<file path="src/rtl/mem_access_ctrl_pkg.sv">
// Shared definitions for the memory access controller: state width and the
// bus-cycle state encodings that appear on sm_state.
package mem_access_ctrl_pkg;

  localparam int unsigned STATE_W = 2;

  typedef enum logic [STATE_W-1:0] {
    IDLE  = 2'b00,
    START = 2'b01,
    WAIT  = 2'b10,
    DONE  = 2'b11
  } state_t;

endpackage

</file>
<file path="src/rtl/mem_access_ctrl_sync_chain.sv">
// Single-bit flop chain with a parameterisable depth and reset value.
// Instantiated by mem_access_ctrl only when MAC_ACK_SYNC_EN is defined.
module sync_chain #(
  parameter int unsigned STAGES    = 2,
  parameter logic        RESET_VAL = 1'b1
) (
  input  logic clk,
  input  logic reset,
  input  logic d,
  output logic q
);

  logic [STAGES-1:0] chain;

  always_ff @(posedge clk) begin
    if (reset) chain <= {STAGES{RESET_VAL}};
    else       chain <= {chain[STAGES-2:0], d};
  end

  assign q = chain[STAGES-1];

endmodule

</file>
<file path="src/rtl/mem_access_ctrl.sv">
// Bus-cycle sequencer: turns mr/mw requests into an as_n/wr_n/stop_n cycle
// closed by ack_n. Define MAC_ACK_SYNC_EN to pass ack_n through a sync chain.
module mem_access_ctrl
  import mem_access_ctrl_pkg::*;
#(
  parameter int unsigned SYNC_STAGES = 2
) (
  input  logic               clk,
  input  logic               reset,
  input  logic               ack_n,
  input  logic               mr,
  input  logic               mw,
  output logic [STATE_W-1:0] sm_state,
  output logic               as_n,
  output logic               stop_n,
  output logic               wr_n,
  output logic               in_init,
  output logic               busy
);

  if (SYNC_STAGES < 2 || SYNC_STAGES > 3) begin : g_bad_sync_stages
    $error("SYNC_STAGES must be 2 or 3");
  end

  state_t state;
  state_t next_state;
  logic   wr_flag;
  logic   next_wr_flag;
  logic   ack_eff_n;

`ifdef MAC_ACK_SYNC_EN
  sync_chain #(
    .STAGES    (SYNC_STAGES),
    .RESET_VAL (1'b1)
  ) u_ack_sync (
    .clk   (clk),
    .reset (reset),
    .d     (ack_n),
    .q     (ack_eff_n)
  );
`else
  assign ack_eff_n = ack_n;
`endif

  always_ff @(posedge clk) begin
    if (reset) begin
      state   <= IDLE;
      wr_flag <= 1'b0;
    end else begin
      state   <= next_state;
      wr_flag <= next_wr_flag;
    end
  end

  // Requests are only looked at in IDLE; write takes priority over read.
  always_comb begin
    next_state   = state;
    next_wr_flag = wr_flag;
    case (state)
      IDLE: begin
        if (mw) begin
          next_state   = START;
          next_wr_flag = 1'b1;
        end else if (mr) begin
          next_state   = START;
          next_wr_flag = 1'b0;
        end
      end
      START:   next_state = WAIT;
      WAIT:    if (!ack_eff_n) next_state = DONE;
      DONE:    next_state = IDLE;
      default: next_state = IDLE;
    endcase
  end

  always_comb begin
    as_n    = 1'b1;
    wr_n    = 1'b1;
    stop_n  = 1'b1;
    in_init = 1'b0;
    busy    = 1'b1;
    case (state)
      IDLE: begin
        in_init = 1'b1;
        busy    = 1'b0;
      end
      START, WAIT: begin
        as_n = 1'b0;
        wr_n = !wr_flag;
      end
      DONE:    stop_n = 1'b0;
      default: busy = 1'b0;
    endcase
  end

  assign sm_state = state;

endmodule

</file>
<file path="config.mk">
export PLATFORM = sky130hd
export DESIGN_NAME = mem_access_ctrl
export DESIGN_NICKNAME = d
export VERILOG_FILES = /design/src/rtl/mem_access_ctrl_pkg.sv /design/src/rtl/mem_access_ctrl_sync_chain.sv /design/src/rtl/mem_access_ctrl.sv
export SDC_FILE = /design/constraint.sdc
export NUM_CORES = 1
export LEC_CHECK = 0
export ABC_AREA = 0
export BUFFER_PORTS_ARGS = -buffer_cell sky130_fd_sc_hd__buf_2
export CAP_MARGIN = 20
export CORE_AREA = 2 2 39 41
export CTS_CLUSTER_DIAMETER = 80
export DETAILED_ROUTE_END_ITERATION = 10
export DIE_AREA = 0 0 41 43
export PLACE_DENSITY_LB_ADDON = 0.15
export SYNTH_ARGS = -nofsm -noshare
export SYNTH_HDL_FRONTEND = slang
export SYNTH_HIERARCHICAL = 1
export SYNTH_SLANG_ARGS = --single-unit
</file>
<file path="constraint.sdc">
create_clock -name clk -period 2.9 [get_ports clk]
set_input_delay 0.145 -clock clk [delete_from_list [all_inputs] [get_ports clk]]
set_output_delay 0.145 -clock clk [all_outputs]
set_load 0.005 [all_outputs]
</file>
---- Word-level counts from Yosys, hierarchy flattened ----
Index checks and enable logic that the tools add are counted.
cells by class
  add/sub/neg operators ................... 0
  $mul .................................... 0
  div/mod/pow operators ................... 0
  magnitude comparators ................... 0
  equal/unequal tests ..................... 5
  shift operators ......................... 0
  muxes and demuxes ....................... 11
  bitwise operators ....................... 0
  reduce and logical (&&, ||, !) cells .... 6
operator list
  cell                                                                   count
  2-bit one-hot mux with 4 select lines                                  1
  1-bit two-way mux                                                      7
  2-bit two-way mux                                                      3
  2-bit equality test, second input constant                             2
  2-bit AND reduction                                                    2
  3-bit != test, second input constant                                   1
  2-bit by 1-bit equality test with 1-bit output, second input constant  1
  2-bit zero test                                                        1
  2-bit != test, second input constant                                   1
  2-bit nonzero test                                                     1
  2-bit OR reduction                                                     1
  1-bit zero test                                                        1
word-level totals
  flip-flop bits (word level) ............. 3
  bits in latches ......................... 0
  memory bits (writable) .................. 0
  bits in read-only memories .............. 0
  input bits .............................. 5
  output and inout port bits .............. 7
  logic and storage cells ................. 24
  memories kept ........................... 0

---- Longest topological paths before layout ----
Gate-level depths: netlist of run 1.
  depth in word-level cells ............... 3
  depth in mapped cells ................... 5
  depth with buffers taken out ............ 5

---- Least setup slack after synthesis of run 1 ----
Ideal clock, no wire load.
  path kind ............................... reg2reg
  start ................................... register state[0], in the netlist sm_state[0]
  end ..................................... register state[1], in the netlist sm_state[1]
  library setup time ...................... 0.116 ns
  data arrival time ....................... 1.235 ns
  required time ........................... 2.784 ns
  path slack .............................. 1.549 ns
  stages on the path, launching flop included .. 6
  path buffers ............................ 0
  clock period less this slack ............ 1.351 ns
  path through ............................ dfxtp_1 > inv_1 > ha_1 > nor3b_2 > a21o_1 > a31o_1
on the way
  word-level cells in the longest chain between the ends .. 3
  elaborated cells between the ends (all ways) .. 8
  those cells by class .................... eq/ne: 5; mux: 1; reduce/logical: 2
ends and longest elaborated chain
  element                                                                 RTL line               text
  start, declared                                                         mem_access_ctrl.sv:25  state_t state;
  start signal, assigned                                                  mem_access_ctrl.sv:50  state <= next_state;
  2-bit equality test / 2-bit zero test (equally long branches)           mem_access_ctrl.sv:59  case (state)
  2-bit != test (no source line) / 3-bit != test (equally long branches)  n/a
  2-bit AND reduction (no source line)                                    n/a
Several ways; a longest one is shown, not always the timed one.
A chain may end at the register's enable or synchronous reset.

---- Final worst setup path of run 1 ----
  start ................................... register state[1], in the netlist sm_state[1]
  end ..................................... register state[1], in the netlist sm_state[1]
Same word-level chain as after synthesis.

==> results.md, run 1 <==
- Status: complete, no violations
- Remaining global-route overflow: 0
- Syn_nets: 32
- Core ar.: 1380 µm²
- CTS clk-pin slew, worst paths: approximately 0.04 ns
- Yosys reg bits: 3
- # setup viols final: 0
- Most frequent cells in the layout: buf_2, inv_1, ha_1
- Rows: 14
- Synthesized area: roughly 210 µm²
- Buffer levels on the longest clock path: 2
- Yosys cell types: 12
- Most common cell after layout, fill and taps aside: buf_2
- Sw Share: 40.2%
- Port Buffer Count: 11
- Slew Viols, Final: 0
- Multi-input logic area: ~130 µm²
- # IOs: 12
- RePlAce Congestion: between 0.5 and 0.6
- Kind of critical path: flop to flop
- Worst Skew: approximately 0.0042 ns
- Vias per cell: roughly 4
- HP Start: reset
- PD cells: ~1100 nW/µm²
- Min-Delay Path Class: input pin to flop
- Period utilization: around half
- Post-place setup slack: about 1.5 ns
- Register area share after synthesis: between 20 and 30%
- Max-Cap Viols: 0
- Sequential fraction of design power: around 22%
- Nature of the critical path startpoint: flop
- Max Clock Freq: 718 MHz
- First-pass GRT wire length: roughly 750 µm
- Net Switching: between 0.1 and 0.15 mW
- Combinational share of power: between 50% and 60%
- Nets: between 40 and 50
- Slew @ Worst Pin: 0.258 ns
- Crit path DAT: approximately 1.5 ns
- Initial antenna violation count: 0
- DR WL/cell: between 9 and 10 µm
- R2r startpoint: sm_state[1]
- Drt total wl: between 400 and 500 µm
- Total Power: around 0.34 mW
- Clock share of power: between 20% and 30%
- Worst Setup SP: sm_state[1]
- CTS Sinks: 3
- Top post-synthesis cells by area: dfxtp_1, ha_1, inv_1
- N_diodes: 0
- DR vias: between 200 and 250
- TritonCTS buffer count: 3
- Routed Antenna Nets: 0
- Die span in y: roughly 43 µm
- H-tree Lvls: 1
- Fin. Hold Viols: 0
- Drt first pass iters: 4
- DRC: 0
- Max Fanout on Critical Path: 5
- Largest net degree at the start of global routing: 6
- Register area: 60.1 µm²
- Yosys Warn Count: 6
- CP Capture Type: flop
- Leak: around 0.16 nW
- CTS tree: built
- Die span in x: a little over 40 µm
- Starting Density: between 10% and 20%
- Cell accounting for the most synthesized area: dfxtp_1
- Syn-to-layout area delta: 47.6%
- Skew-Pair Late Insertion Delay: roughly 0.23 ns
- Peak supply drop: roughly 0.00022 V
- CTS Root Cell: clkbuf_4
- Number of post-CTS setup repair buffers: 0
- Internal: just over 0.2 mW
- Final worst slack: ~1.5 ns
- Post-CTS Resized: 0
- # hold bufs at CTS: 0
- Req. time, crit path: approximately 3.0 ns
- Filler instances: ~160
- Share of post-route cells with drive strength above 1: between 40% and 50%
- Worst hold slack: 0.140 ns
- Initial DRC Count: 6
- Post-DP HPWL: approximately 400 µm
- Die area: about 1800 µm²
- Vias in the first global route: between 150 and 200
- Yosys top cell area share: around 28%
- Setup TNS: 0 ns
- Syn Inst Count: 23
- Tot GR Track Use: under 10%
- Period minus WS final: about 1.4 ns
- Synth Area per Inst: a little over 9 µm²
- Unrepaired setup endpoints after global routing: false
- Max-slew headroom: between 80 and 90%
[Yosys cell counts]
cell / number
nor2_1: 1
a2111oi_2: 1
a211oi_2: 1
a22oi_1: 1
nor3b_2: 1
dfxtp_1: 3
inv_1: 6
ha_1: 4
nand2_1: 2
a31o_1: 1
nor3_1: 1
a21o_1: 1
[worst max-delay path, stage by stage (launching register included)]
cell and delay, ns:
dfxtp_1 0.39, inv_1 0.08, ha_1 0.24, nor3b_2 0.19
a21o_1 0.17, a31o_1 0.21
[flip-flops by register name, summed over array words and instances (netlist names)]
signal	count
sm_state	2
wr_flag	1
[power by group through the flow]
| stage | Sequential [mW] | Combinational [mW] | Clock, mW |
|---|---|---|---|
| 4_1_cts | 0.0772 | 0.198 | 0.0764 |
| 3_5_place_dp | 0.0780 | 0.196 | 0 |
| 6_report | 0.0759 | 0.193 | 0.0734 |
| 2_1_floorplan | 0.0752 | 0.121 | 0 |
| 5_1_grt | 0.0789 | 0.225 | 0.0807 |
| 3_3_place_gp | 0.0774 | 0.198 | 0 |
[through the flow]
stage / utilization [%] / std cells / instance area [µm²]
after floorplan: - / 23 / 213
after global placement: 20.8 / 50 / 288
after detailed placement: 20.8 / 50 / 288
after global routing: 22.7 / 54 / 314
after CTS: 22.7 / 54 / 314
final: 22.7 / 54 / 314
[worst paths after layout]
path / end / slack [ns] / cells past startpoint
worst max-delay path: sm_state[1] / 1.51 / 5
worst min-delay path: sm_state[0] / 0.14 / 2
worst max register to register: sm_state[1] / 1.51 / 5
worst min register to register: wr_flag / 0.50 / 2
[metal layers]
layer | GRT usage, % | share of wire (%) | vias to the layer above
li1 | - | - | 106
met1 | 7.67 | 42 | 87
met2 | 9.06 | 42 | 15
met3 | 1.05 | 12 | 2
met4 | 6.00 | 3.5 | 0
met5 | 0 | 0 | -
[layout make-up]
type / count / share of cell area, %
Clock buffer: 4 / 8.37
Inverter: 6 / 7.17
Multi-Input combinational cell: 14 / 41.4
Sequential cell: 3 / 19.1
Tap cell: 16 / 6.37
Timing Repair Buffer: 11 / 17.5
[logic make-up after synthesis]
group                    synth area share (%)
buffers and inverters                    10.6
adder cells (fa/ha/maj)                  23.5
AO/OA/AOI/OAI                            24.1
flip-flops                               28.2
AND/OR/NAND/NOR                          13.5
(Power assumes the default switching activity.)
==> run 2: changes to the inputs <==
Clock period 2.9 ns to 1.3 ns, I/O delays scaled along.
==> results.md, run 2 (synthesis gave the netlist of run 1 again) <==
- Kind of critical path: flop to flop
- Number of post-CTS setup repair buffers: 0 (unchanged)
- Most frequent cells in the layout: buf_2, inv_1, ha_1, clkbuf_4
- Max Clock Freq: 817 MHz (+14%)
- Drt total wl: 487 µm (-0.20%)
- Rows: 14 (unchanged)
- Hold Path End: sm_state[0]
- Crit path DAT: 1.35 ns (-0.17 ns)
- Vias in the first global route: 195 (+10%)
- Slowest-stage cell, CP: dfxtp_2
- Starting Density: 15.4% (unchanged)
- CTS tree: built
- Final worst slack: 0.0763 ns (-1.43 ns)
- PD cells: 2470 nW/µm² (+130%)
- # setup viols final: 0 (unchanged)
- CTS Sinks: 3 (unchanged)
- Post-place setup slack: 0.00596 ns (-1.48 ns)
- Syn-to-layout area delta: 64.1%
- Placed Cells incl. Taps: 52 (+4.0%)
- Share of post-route cells with drive strength above 1: 55.0% (+10 points)
- CP Capture Type: flop
- H-tree Lvls: 1 (unchanged)
- R2R Setup Slk: 0.08 ns (-1.43 ns)
- CTS clk-pin slew, worst paths: 0.04 ns (about the same)
- Tot GR Track Use: 6.82% (+0.41 points)
- Req. time, crit path: 1.42 ns (-1.61 ns)
- R2r startpoint: sm_state[0]
- RePlAce Congestion: 0.664 (+13%)
- Crit-path cells: inv_2 -> ha_4 -> nor3b_4 -> a21o_1 -> a31o_1
- Worst hold slack: 0.0423 ns (-0.0982 ns)
- Vias per cell: 3.98 (+2.4%)
- Die area: 1760 µm² (unchanged)
- Port Buffer Count: 11 (unchanged)
- # hold bufs at CTS: 0 (unchanged)
- Worst Setup SP: sm_state[0]
- # IOs: 12 (unchanged)
- Status: complete, no violations
- Die span in y: 43 µm (unchanged)
- Max-Cap Viols: 0 (unchanged)
- Die span in x: 41 µm (unchanged)
- Unrepaired setup endpoints after global routing: false
- Core ar.: 1380 µm² (unchanged)
- R2R depth: 5 (unchanged)
- Filler instances: 156 (-3.1%)
- Post-layout util: 25.2% (+2.5 points)
- Largest register FFs: 2 (unchanged)
- Largest net degree at the start of global routing: 5 (-1)
- DR WL/cell: 8.70 µm (-3.8%)
- Min-Delay Path Class: input pin to flop
- Most common cell after layout, fill and taps aside: buf_2
- DRC: 0 (unchanged)
- Remaining global-route overflow: 0 (unchanged)
- Period utilization: 94.1% (+46 points)
- Nets: 50 (+4.2%)
- Hold Path Stages: 2 (unchanged)
- Finished Layout Cells: 56 (+3.7%)
- Leak: 0.175 nW (+8.2%)
- Routed Antenna Nets: 0 (unchanged)
- N_diodes: 0 (unchanged)
- Max-slew headroom: 82.7% (about the same)
- Period minus WS final: 1.22 ns (-0.170 ns)
- Slew Viols, Final: 0 (unchanged)
- Drt first pass iters: 2 (-2)
- Initial DRC Count: 1 (-5)
- First-pass GRT wire length: 759 µm (+0.93%)
- DR vias: 223 (+6.2%)
- Skew-Pair Late Insertion Delay: 0.24 ns (about the same)
- Max Fanout on Critical Path: 4 (-1)
- Fin. Hold Viols: 0 (unchanged)
- Slew @ Worst Pin: 0.260 ns (+0.00114 ns)
- Initial antenna violation count: 0 (unchanged)
- Worst Skew: 0.00218 ns (-0.00205 ns)
- TritonCTS buffer count: 3 (unchanged)
- CTS Root Cell: clkbuf_4
- Worst reg2reg path endpoint: sm_state[1]
- HP Start: reset
- Setup TNS: 0 ns (unchanged)
- Peak supply drop: 0.000690 V (+220%)
- Buffer levels on the longest clock path: 2 (unchanged)
- Nature of the critical path startpoint: flop
- CP max stage delay: 0.34 ns (-0.05 ns)
-- run 2: changes by cell type in the layout (fill, tap and decap cells not counted) --
cell,delta
nor3b_4,+1
ha_1,-1
nor3b_2,-1
buf_4,+2
dfxtp_1,-1
ha_4,+1
dfxtp_2,+1
inv_2,+1
inv_1,-1
-- run 2: worst max path at each step --
stage / to / slack (ns) / cells past startpoint
floorplan: sm_state[1] / 0.003 / 5
global placement: sm_state[1] / 0.009 / 5
detailed placement: sm_state[1] / 0.006 / 5
CTS: sm_state[1] / 0.04 / 5
global route: sm_state[1] / 0.01 / 5
finish: sm_state[1] / 0.08 / 5
-- run 2: final cells by class --
| type | instances | area [µm²] | share of cell area (%) |
|---|---|---|---|
| inverter | 6 | 22.5 | 6.45 |
| clock buffer | 4 | 26.3 | 7.53 |
| multi-input combinational | 14 | 149 | 42.7 |
| sequential | 3 | 61.3 | 17.6 |
| timing repair buffer | 13 | 70.1 | 20.1 |
| tap | 16 | 20.0 | 5.73 |
-- run 2: through the flow --
step                cell area (µm²)  total power [mW]
floorplan                       215             0.446
global placement                305             0.674
detailed placement              305             0.664
CTS                             333             0.844
global route                    349             0.966
finish                          349             0.863
-- run 2: repair_timing --
item / in CTS / in global routing
setup endpoints to repair: 1 / 2
gates cloned: 0 / 0
gates resized for setup: 1 / 2
-- run 2: worst max-delay path: cells and delay by family (launching register included) --
family | cells | cell delay, ns
DFF | 1 | 0.34
and+or+nand+nor | 1 | 0.15
adders and majority gates | 1 | 0.16
buffers and inverters | 1 | 0.07
AOI/OAI and AO/OA | 2 | 0.39
-- run 2: where the power goes --
part	leakage (nW)	switching [mW]	internal, mW
Combinational	0.134	0.257	0.277
Sequential	0.0251	0.0260	0.136
Clock	0.0150	0.0513	0.115
Total	0.175	0.335	0.528
-- run 2: routing by layer --
| layer | up-vias | track usage (%) | part of all wire (%) |
|---|---|---|---|
| met2 | 13 | 8.13 | 40 |
| met4 | 0 | 2.00 | 0 |
| met1 | 99 | 8.01 | 42 |
| li1 | 111 | - | - |
| met5 | - | 0 | 0 |
| met3 | 0 | 7.33 | 18 |
